`src/rtl/sequence_generator_10010.sv`:
```
// Serial pattern transmitter for the 10010 sequence detector link.
// A start request emits a burst of PATTERN frames, MSB first, one bit per clock.
// Frames are separated by a programmable idle gap, or overlapped on the shared
// prefix/suffix when overlap mode is selected. All outputs are registered.
module sequence_generator_10010 #(
   parameter int unsigned        PAT_LEN = 5,
   parameter logic [PAT_LEN-1:0] PATTERN = 5'b10010,
   parameter int unsigned        OVL_LEN = 2,
   parameter int unsigned        COUNT_W = 4,
   parameter int unsigned        GAP_W   = 4
) (
   input  logic               clk,
   input  logic               rst,
   input  logic               start,
   input  logic [COUNT_W-1:0] repeat_cnt,
   input  logic [GAP_W-1:0]   gap,
   input  logic               overlap,
   input  logic               abort,
   output logic               out,
   output logic               out_valid,
   output logic               frame_start,
   output logic               busy,
   output logic               done,
   output logic [COUNT_W-1:0] frame_cnt
);

   // Bit index width: enough to address every pattern bit.
   localparam int unsigned IDX_W = (PAT_LEN > 1) ? $clog2(PAT_LEN) : 1;

   // Index of the first bit of a full frame and of an overlapped frame.
   localparam logic [IDX_W-1:0] IDX_FULL = IDX_W'(PAT_LEN - 1);
   localparam logic [IDX_W-1:0] IDX_OVL  = IDX_W'(PAT_LEN - 1 - OVL_LEN);

   localparam logic [COUNT_W-1:0] CNT_ONE = COUNT_W'(1);
   localparam logic [GAP_W-1:0]   GAP_ONE = GAP_W'(1);

   // FSM encoding
   localparam logic [1:0] ST_IDLE  = 2'd0;
   localparam logic [1:0] ST_SHIFT = 2'd1;
   localparam logic [1:0] ST_GAP   = 2'd2;
   localparam logic [1:0] ST_DONE  = 2'd3;

   // State and burst bookkeeping
   logic [1:0]         state_q, state_d;
   logic [IDX_W-1:0]   idx_q, idx_d;       // index of the bit currently on out
   logic [COUNT_W-1:0] rem_q, rem_d;       // frames left, including the current one
   logic [GAP_W-1:0]   gap_len_q, gap_len_d;
   logic               ovl_q, ovl_d;
   logic [GAP_W-1:0]   gap_cnt_q, gap_cnt_d;
   logic [COUNT_W-1:0] frame_cnt_q, frame_cnt_d;

   // Registered outputs
   logic out_q, out_d;
   logic valid_q, valid_d;
   logic fs_q, fs_d;
   logic busy_q, busy_d;
   logic done_q, done_d;

   // Next-state and next-output logic; outputs describe the cycle after the edge.
   always_comb begin
      state_d     = state_q;
      idx_d       = idx_q;
      rem_d       = rem_q;
      gap_len_d   = gap_len_q;
      ovl_d       = ovl_q;
      gap_cnt_d   = gap_cnt_q;
      frame_cnt_d = frame_cnt_q;
      out_d       = 1'b0;
      valid_d     = 1'b0;
      fs_d        = 1'b0;
      busy_d      = 1'b0;
      done_d      = 1'b0;

      case (state_q)
         ST_IDLE: begin
            // start wins over abort here: abort has no meaning while idle
            if (start) begin
               rem_d       = (repeat_cnt == '0) ? CNT_ONE : repeat_cnt;
               gap_len_d   = gap;
               ovl_d       = overlap;
               frame_cnt_d = '0;
               idx_d       = IDX_FULL;
               state_d     = ST_SHIFT;
               out_d       = PATTERN[IDX_FULL];
               valid_d     = 1'b1;
               fs_d        = 1'b1;
               busy_d      = 1'b1;
            end
         end

         ST_SHIFT: begin
            if (abort) begin
               // Cancel quietly: no done pulse, frame count frozen.
               state_d = ST_IDLE;
            end else if (idx_q != '0) begin
               idx_d   = idx_q - 1'b1;
               out_d   = PATTERN[idx_d];
               valid_d = 1'b1;
               busy_d  = 1'b1;
            end else begin
               // Last bit of a frame is on the line this cycle.
               frame_cnt_d = frame_cnt_q + 1'b1;
               if (rem_q <= CNT_ONE) begin
                  state_d = ST_DONE;
                  done_d  = 1'b1;
               end else begin
                  rem_d  = rem_q - 1'b1;
                  busy_d = 1'b1;
                  if (ovl_q) begin
                     // Overlapped frame skips the bits shared with the previous one.
                     idx_d   = IDX_OVL;
                     out_d   = PATTERN[IDX_OVL];
                     valid_d = 1'b1;
                     fs_d    = 1'b1;
                  end else if (gap_len_q == '0) begin
                     idx_d   = IDX_FULL;
                     out_d   = PATTERN[IDX_FULL];
                     valid_d = 1'b1;
                     fs_d    = 1'b1;
                  end else begin
                     state_d   = ST_GAP;
                     gap_cnt_d = gap_len_q;
                  end
               end
            end
         end

         ST_GAP: begin
            if (abort) begin
               state_d = ST_IDLE;
            end else begin
               busy_d = 1'b1;
               if (gap_cnt_q <= GAP_ONE) begin
                  // Final idle cycle: next cycle carries the first bit of a full frame.
                  state_d = ST_SHIFT;
                  idx_d   = IDX_FULL;
                  out_d   = PATTERN[IDX_FULL];
                  valid_d = 1'b1;
                  fs_d    = 1'b1;
               end else begin
                  gap_cnt_d = gap_cnt_q - 1'b1;
               end
            end
         end

         ST_DONE: begin
            // start during the done cycle is deliberately dropped
            state_d = ST_IDLE;
         end

         default: begin
            state_d = ST_IDLE;
         end
      endcase
   end

   // State and output registers with asynchronous active-low reset.
   always_ff @(posedge clk or negedge rst) begin
      if (!rst) begin
         state_q     <= ST_IDLE;
         idx_q       <= '0;
         rem_q       <= '0;
         gap_len_q   <= '0;
         ovl_q       <= 1'b0;
         gap_cnt_q   <= '0;
         frame_cnt_q <= '0;
         out_q       <= 1'b0;
         valid_q     <= 1'b0;
         fs_q        <= 1'b0;
         busy_q      <= 1'b0;
         done_q      <= 1'b0;
      end else begin
         state_q     <= state_d;
         idx_q       <= idx_d;
         rem_q       <= rem_d;
         gap_len_q   <= gap_len_d;
         ovl_q       <= ovl_d;
         gap_cnt_q   <= gap_cnt_d;
         frame_cnt_q <= frame_cnt_d;
         out_q       <= out_d;
         valid_q     <= valid_d;
         fs_q        <= fs_d;
         busy_q      <= busy_d;
         done_q      <= done_d;
      end
   end

   // Drive ports straight from the output registers.
   always_comb begin
      out         = out_q;
      out_valid   = valid_q;
      frame_start = fs_q;
      busy        = busy_q;
      done        = done_q;
      frame_cnt   = frame_cnt_q;
   end

endmodule

```
`config.mk`:
```
export PLATFORM = sky130hd
export DESIGN_NAME = sequence_generator_10010
export DESIGN_NICKNAME = d
export VERILOG_FILES = /design/src/rtl/sequence_generator_10010.sv
export SDC_FILE = /design/constraint.sdc
export NUM_CORES = 1
export LEC_CHECK = 0
export CAP_MARGIN = 0
export CORE_UTILIZATION = 49
export DETAILED_ROUTE_END_ITERATION = 6
export GPL_ROUTABILITY_DRIVEN = 0
export PLACE_DENSITY = 0.8
export SLEW_MARGIN = 5
export SYNTH_ARGS = -nofsm -noshare
export SYNTH_HDL_FRONTEND = slang
export SYNTH_SLANG_ARGS = --single-unit
```
`constraint.sdc`:
```
create_clock -name clk -period 2 [get_ports clk]
set_clock_uncertainty 0.2 [all_clocks]
set_input_delay 0.4 -clock clk [delete_from_list [all_inputs] [get_ports clk]]
set_output_delay 0.4 -clock clk [all_outputs]
set_load 0.1 [all_outputs]
```
======== Yosys cells after proc, flatten, opt, wreduce, memory -nomap -nowiden ========
Memory sizes are Yosys's and may differ from the RTL's.
Cells that the tools add are included.
operators by class
  multiplexer cells ....................... 63
  add/subtract/negate cells ............... 4
  order comparisons ....................... 3
  eq/ne operators ......................... 18
  reductions and logical operators ........ 13
operators with widths
  operator                                                         number
  2-to-1 mux 4 bit                                                 15
  2-to-1 mux 3 bit                                                 8
  case mux 4 bit (2 select lines)                                  3
  2-to-1 mux 1 bit                                                 23
  inequality test 2 bit (second input constant)                    9
  2-to-1 mux 2 bit                                                 8
  inequality test 4 bit (second input constant)                    3
  case mux 1 bit (3 select lines)                                  4
  AND reduction 5 bit                                              2
  inequality test 3 bit (second input constant)                    3
  case mux 3 bit (3 select lines)                                  1
  less-or-equal comparator 4 x 1 -> 1 bit (second input constant)  2
  zero test 4 bit                                                  2
  case mux 2 bit (4 select lines)                                  1
  AND reduction 8 bit                                              1
  subtractor 4 x 1 -> 4 bit (second input constant)                2
  AND reduction 7 bit                                              1
  nonzero test 3 bit                                               2
  adder 4 x 1 -> 4 bit (second input constant)                     1
  == test 2 bit (second input constant)                            2
  < comparator 3 x 4 -> 1 bit (second input constant)              1
  AND reduction 4 bit                                              1
  nonzero test 2 bit                                               2
  subtractor 3 x 1 -> 3 bit (second input constant)                1
  3 further kinds                                                  3
storage, ports and cells
  memories kept ........................... 1
  bits in registers ....................... 27
  logic and storage cells ................. 114
  bits in read-only memories .............. 8
  output and inout port bits .............. 9
memory list
  name             words  width  rd ports  clocked after Yosys merged registers in  wr ports  RTL line  source
  (no name shown)  8      1      1         0                                        0         97        out_d = PATTERN[idx_d];

======== Longest topological paths before layout ========
  depth in word-level cells ............... 7
  mapped depth ............................ 6

======== Worst setup path after synthesis ========
No wires, ideal clock.
  path kind ............................... register to register
  from .................................... register idx_q[0]
  to ...................................... register gap_cnt_q[1]
  setup time .............................. 0.079 ns
  arrival ................................. 1.699 ns
  cell stages (with the launch flop) ...... 7
  setup slack ............................. 0.022 ns
  period minus slack after synthesis ...... 1.978 ns
  cell sequence ........................... dfrtp_1 > inv_1 > ha_1 > or3b_4 > a211o_1 > o22ai_2 > mux2i_1
between the ends
  cells in the longest elaborated chain, start to end .. 3
ends and longest elaborated chain
  item                                    RTL line  source
  from (decl)                             45        logic [IDX_W-1:0] idx_q, idx_d;
  from (signal assigned)                  174       idx_q <= idx_d;
  nonzero test 3 bit                      95        end else if (idx_q != '0) begin
  inequality test 2 bit (no source line)  -
  AND reduction 8 bit (no source line)    -
  to (signal assigned)                    178       gap_cnt_q <= gap_cnt_d;
  to (decl)                               49        logic [GAP_W-1:0] gap_cnt_q, gap_cnt_d;
Every way passes these cells.
A chain may end at the register's enable or synchronous reset.

======== Worst setup path in the final report ========
  from .................................... register idx_q[1]
  to ...................................... register gap_cnt_q[0]
Same word-level chain as after synthesis.

==> qor.yml <==
outcome: "finished with violations"
violations: "setup timing"
cts-root-buf: "clkbuf_4"
maxSlewHeadroom_pct: 71.7
hpwl_um: 2860
grt_usage_pct: 22.7
min_path_type: "input pin to asynchronous set/reset pin"
p_comb_share_pct: 61.9
first_iter_violations: 61
num_rows: 20
finalMaxSlewViolations: 0
syn2layout_area_growth_pct: 36.2
crit_family: "compound AO/OA/AOI/OAI gates"
required_ps: 2090
drc: 0
ant_nets: 0
synth_edf_count: 0
swShare_pct: 45.6
synth_top_family_by_area: "compound AO/OA/AOI/OAI gates"
nNetsFinal: 231
avgSynthCellArea_um2: 10.4
async_flop_share_pct: 100
drtPass1Iterations: 4
p_leak_uw: 0.000978
finalNonFillerCells: 253
clockPowerShare_pct: 7.7
worst_slew_pin_slew_ps: 422
fin_ws_ps: -21.6
place_inst: 245
clk-insertion-delay-late_ps: 340
synth_nets: 180
startpoint: "idx_q[1]"
power.switching_uw: 1510
cts_sinks: 27
totalPowerFinal_uw: 3310
final_common_cell: "buf_4"
drv_cap: 0
critPathLaunchType: "flop"
layout-drive-gt1-share_pct: 34.4
synth_compound_area_share_pct: 19.6
ff_latch_area_um2: 678
grt_overflow: 0
synth_top_area_cell: "dfrtp_1"
fp.dieH_um: 60.1
antenna_found_initial: 0
start_util_pct: 53.0
finalHoldViolCount: 0
cts.path.max_buffers: 2
layout_common_cells: "30 x buf_4, 25 x dfrtp_1, 12 x nor2_1, 12 x clkdlybuf4s50_1, 11 x nand2_1"
dieWidth_um: 60.1
seq_power_share_pct: 30.4
rsz0062_at_grt: "yes"
ios: 22
rr_startpoint: "idx_q[1]"
synthMuxAreaShare_pct: 8.61
multi_input_area_um2: 941
grt_pass1_wl_um: 6070
wl_per_cell_um: 14.7
fillers: 234
coreArea_um2: 3130
grt_pass1_vias: 1385
synthXorXnorAreaFrac_pct: 1.59
yosysTopAreaCellShare_pct: 40.8
fin_tns_setup_ps: -26.4
critPathKind: "flop to flop"
synth_fa_ha_area_share_pct: 6.04
slowest_delay_ps: 420
critPathBufInv: 1
die_area_um2: 3620
utilization_pct: 72.1
syn_area_um2: 1660
synth_cell_types: 52
min_period_over_period_pct: 101
clk_pin_slew_ps: 160
syn_inst: 159
vias: 1419
antenna_cells: 0
portBuffers: 21
seq_area_frac_synth_pct: 40.8
grt_max_degree: 28
path_cells: "inv_2, ha_4, or3b_4, a211o_1, o31ai_1, a221o_1"
setup_viol: 2
ys_top_cells_by_area: "dfrtp_1 41%, ha_1 6.0%, mux2_2 4.1%"
synth-seq-cells: 27
power_density_nw_per_um2: 1470
ys_warn_count: 0
max_freq_ghz: 0.495
htreeDepth: 1
end_kind: "flop"
cts_tree: "built"
whs_ps: 211
numCtsBuffers: 3
cp_max_fo: 4
peakVddDrop_mv: 0.630
synth_simple_gate_area_share_pct: 19.3
arrival_ps: 2120
yosys_most_used_dff: "dfrtp_1"
internal_power_uw: 1800
postRouteWirelength_um: 3710
fin_crit_ps: 2020
via_per_inst: 5.61
slowest_stage: "dfrtp_1"
==> routing by layer <==
layer | vias to the layer above | part of all wire (%) | track usage, %
met5 | - | 0 | 0
met4 | 0 | 1.5 | 8.31
met2 | 47 | 53 | 40.5
met3 | 11 | 3.9 | 2.81
li1 | 678 | - | -
met1 | 683 | 42 | 27.5
==> cell type report <==
type,instances,area share (%)
Sequential cell,27,30.1
Multi-Input combinational cell,120,41.7
Tap cell,44,2.44
Clock inverter,1,0.333
Timing Repair Buffer,51,23.3
Clock buffer,3,0.998
Inverter,7,1.16
==> sequential cells by signal, indices dropped and copies added (netlist names) <==
signal       flops
frame_cnt        4
gap_cnt_q        4
gap_len_q        4
rem_q            4
idx_q            3
state_q          2
busy             1
done             1
frame_start      1
out              1
out_valid        1
ovl_q            1
==> through the flow <==
step                      cell area, um2  setup slack (ps)
after global placement              2170              -193
after global routing                2260             -94.4
after floorplan                     1660              22.0
after detailed placement            2170              -248
after CTS                           2230             -32.6
final                               2260             -21.6
==> logic make-up (layout without fill, tap and decap cells) <==
family,Yosys count,count (layout)
buffers and inverters,12,62
XOR/XNOR,3,3
multiplexers,13,13
flip-flops,27,27
adder cells (fa/ha/maj),8,8
AO/OA/AOI/OAI,43,43
AND/OR/NAND/NOR,53,53
==> cells in the mapped netlist, types with 2 or more instances <==
master,count
dfrtp_1,27
nor2_1,13
nand2_1,11
o21ai_0,10
ha_1,8
inv_1,7
a21oi_1,6
mux2_2,6
mux2i_1,6
a211oi_1,5
nand3_1,4
nor3_1,4
buf_6,3
nand2b_1,3
o21bai_1,3
a221o_1,2
a2bb2oi_1,2
and2b_1,2
clkbuf_1,2
or2_1,2
xnor2_1,2
==> power groups by stage <==
stage / Sequential (uW) / Combinational, uW / Clock [uW]
floorplan: 1240 / 1000 / 0
global placement: 995 / 1860 / 0
detailed placement: 1020 / 1930 / 0
CTS: 1000 / 2000 / 257
global route: 1040 / 2210 / 280
finish: 1010 / 2050 / 253
==> final timing paths <==
check                               endpoint  slack [ps]  cells after the start
worst max-delay path            gap_cnt_q[0]         -20                      6
worst min-delay path               out_valid         210                      2
worst max register to register  gap_cnt_q[0]         -20                      6
worst min register to register  gap_cnt_q[1]         400                      2
max in group asynchronous       gap_cnt_q[0]        1120                      2
min in group clk                gap_cnt_q[1]         400                      2
==> repair_timing <==
item / 4_1_cts / 5_1_grt
setup endpoints to repair: 4 / 12
pin swaps: 2 / 3
endpoints found under the hold margin: 0 / 0
buffers inserted: 3 / 1
gates resized for setup: 5 / 6
hold buffers: 0 / 0
Note: power is estimated with default switching activity, not from simulation.
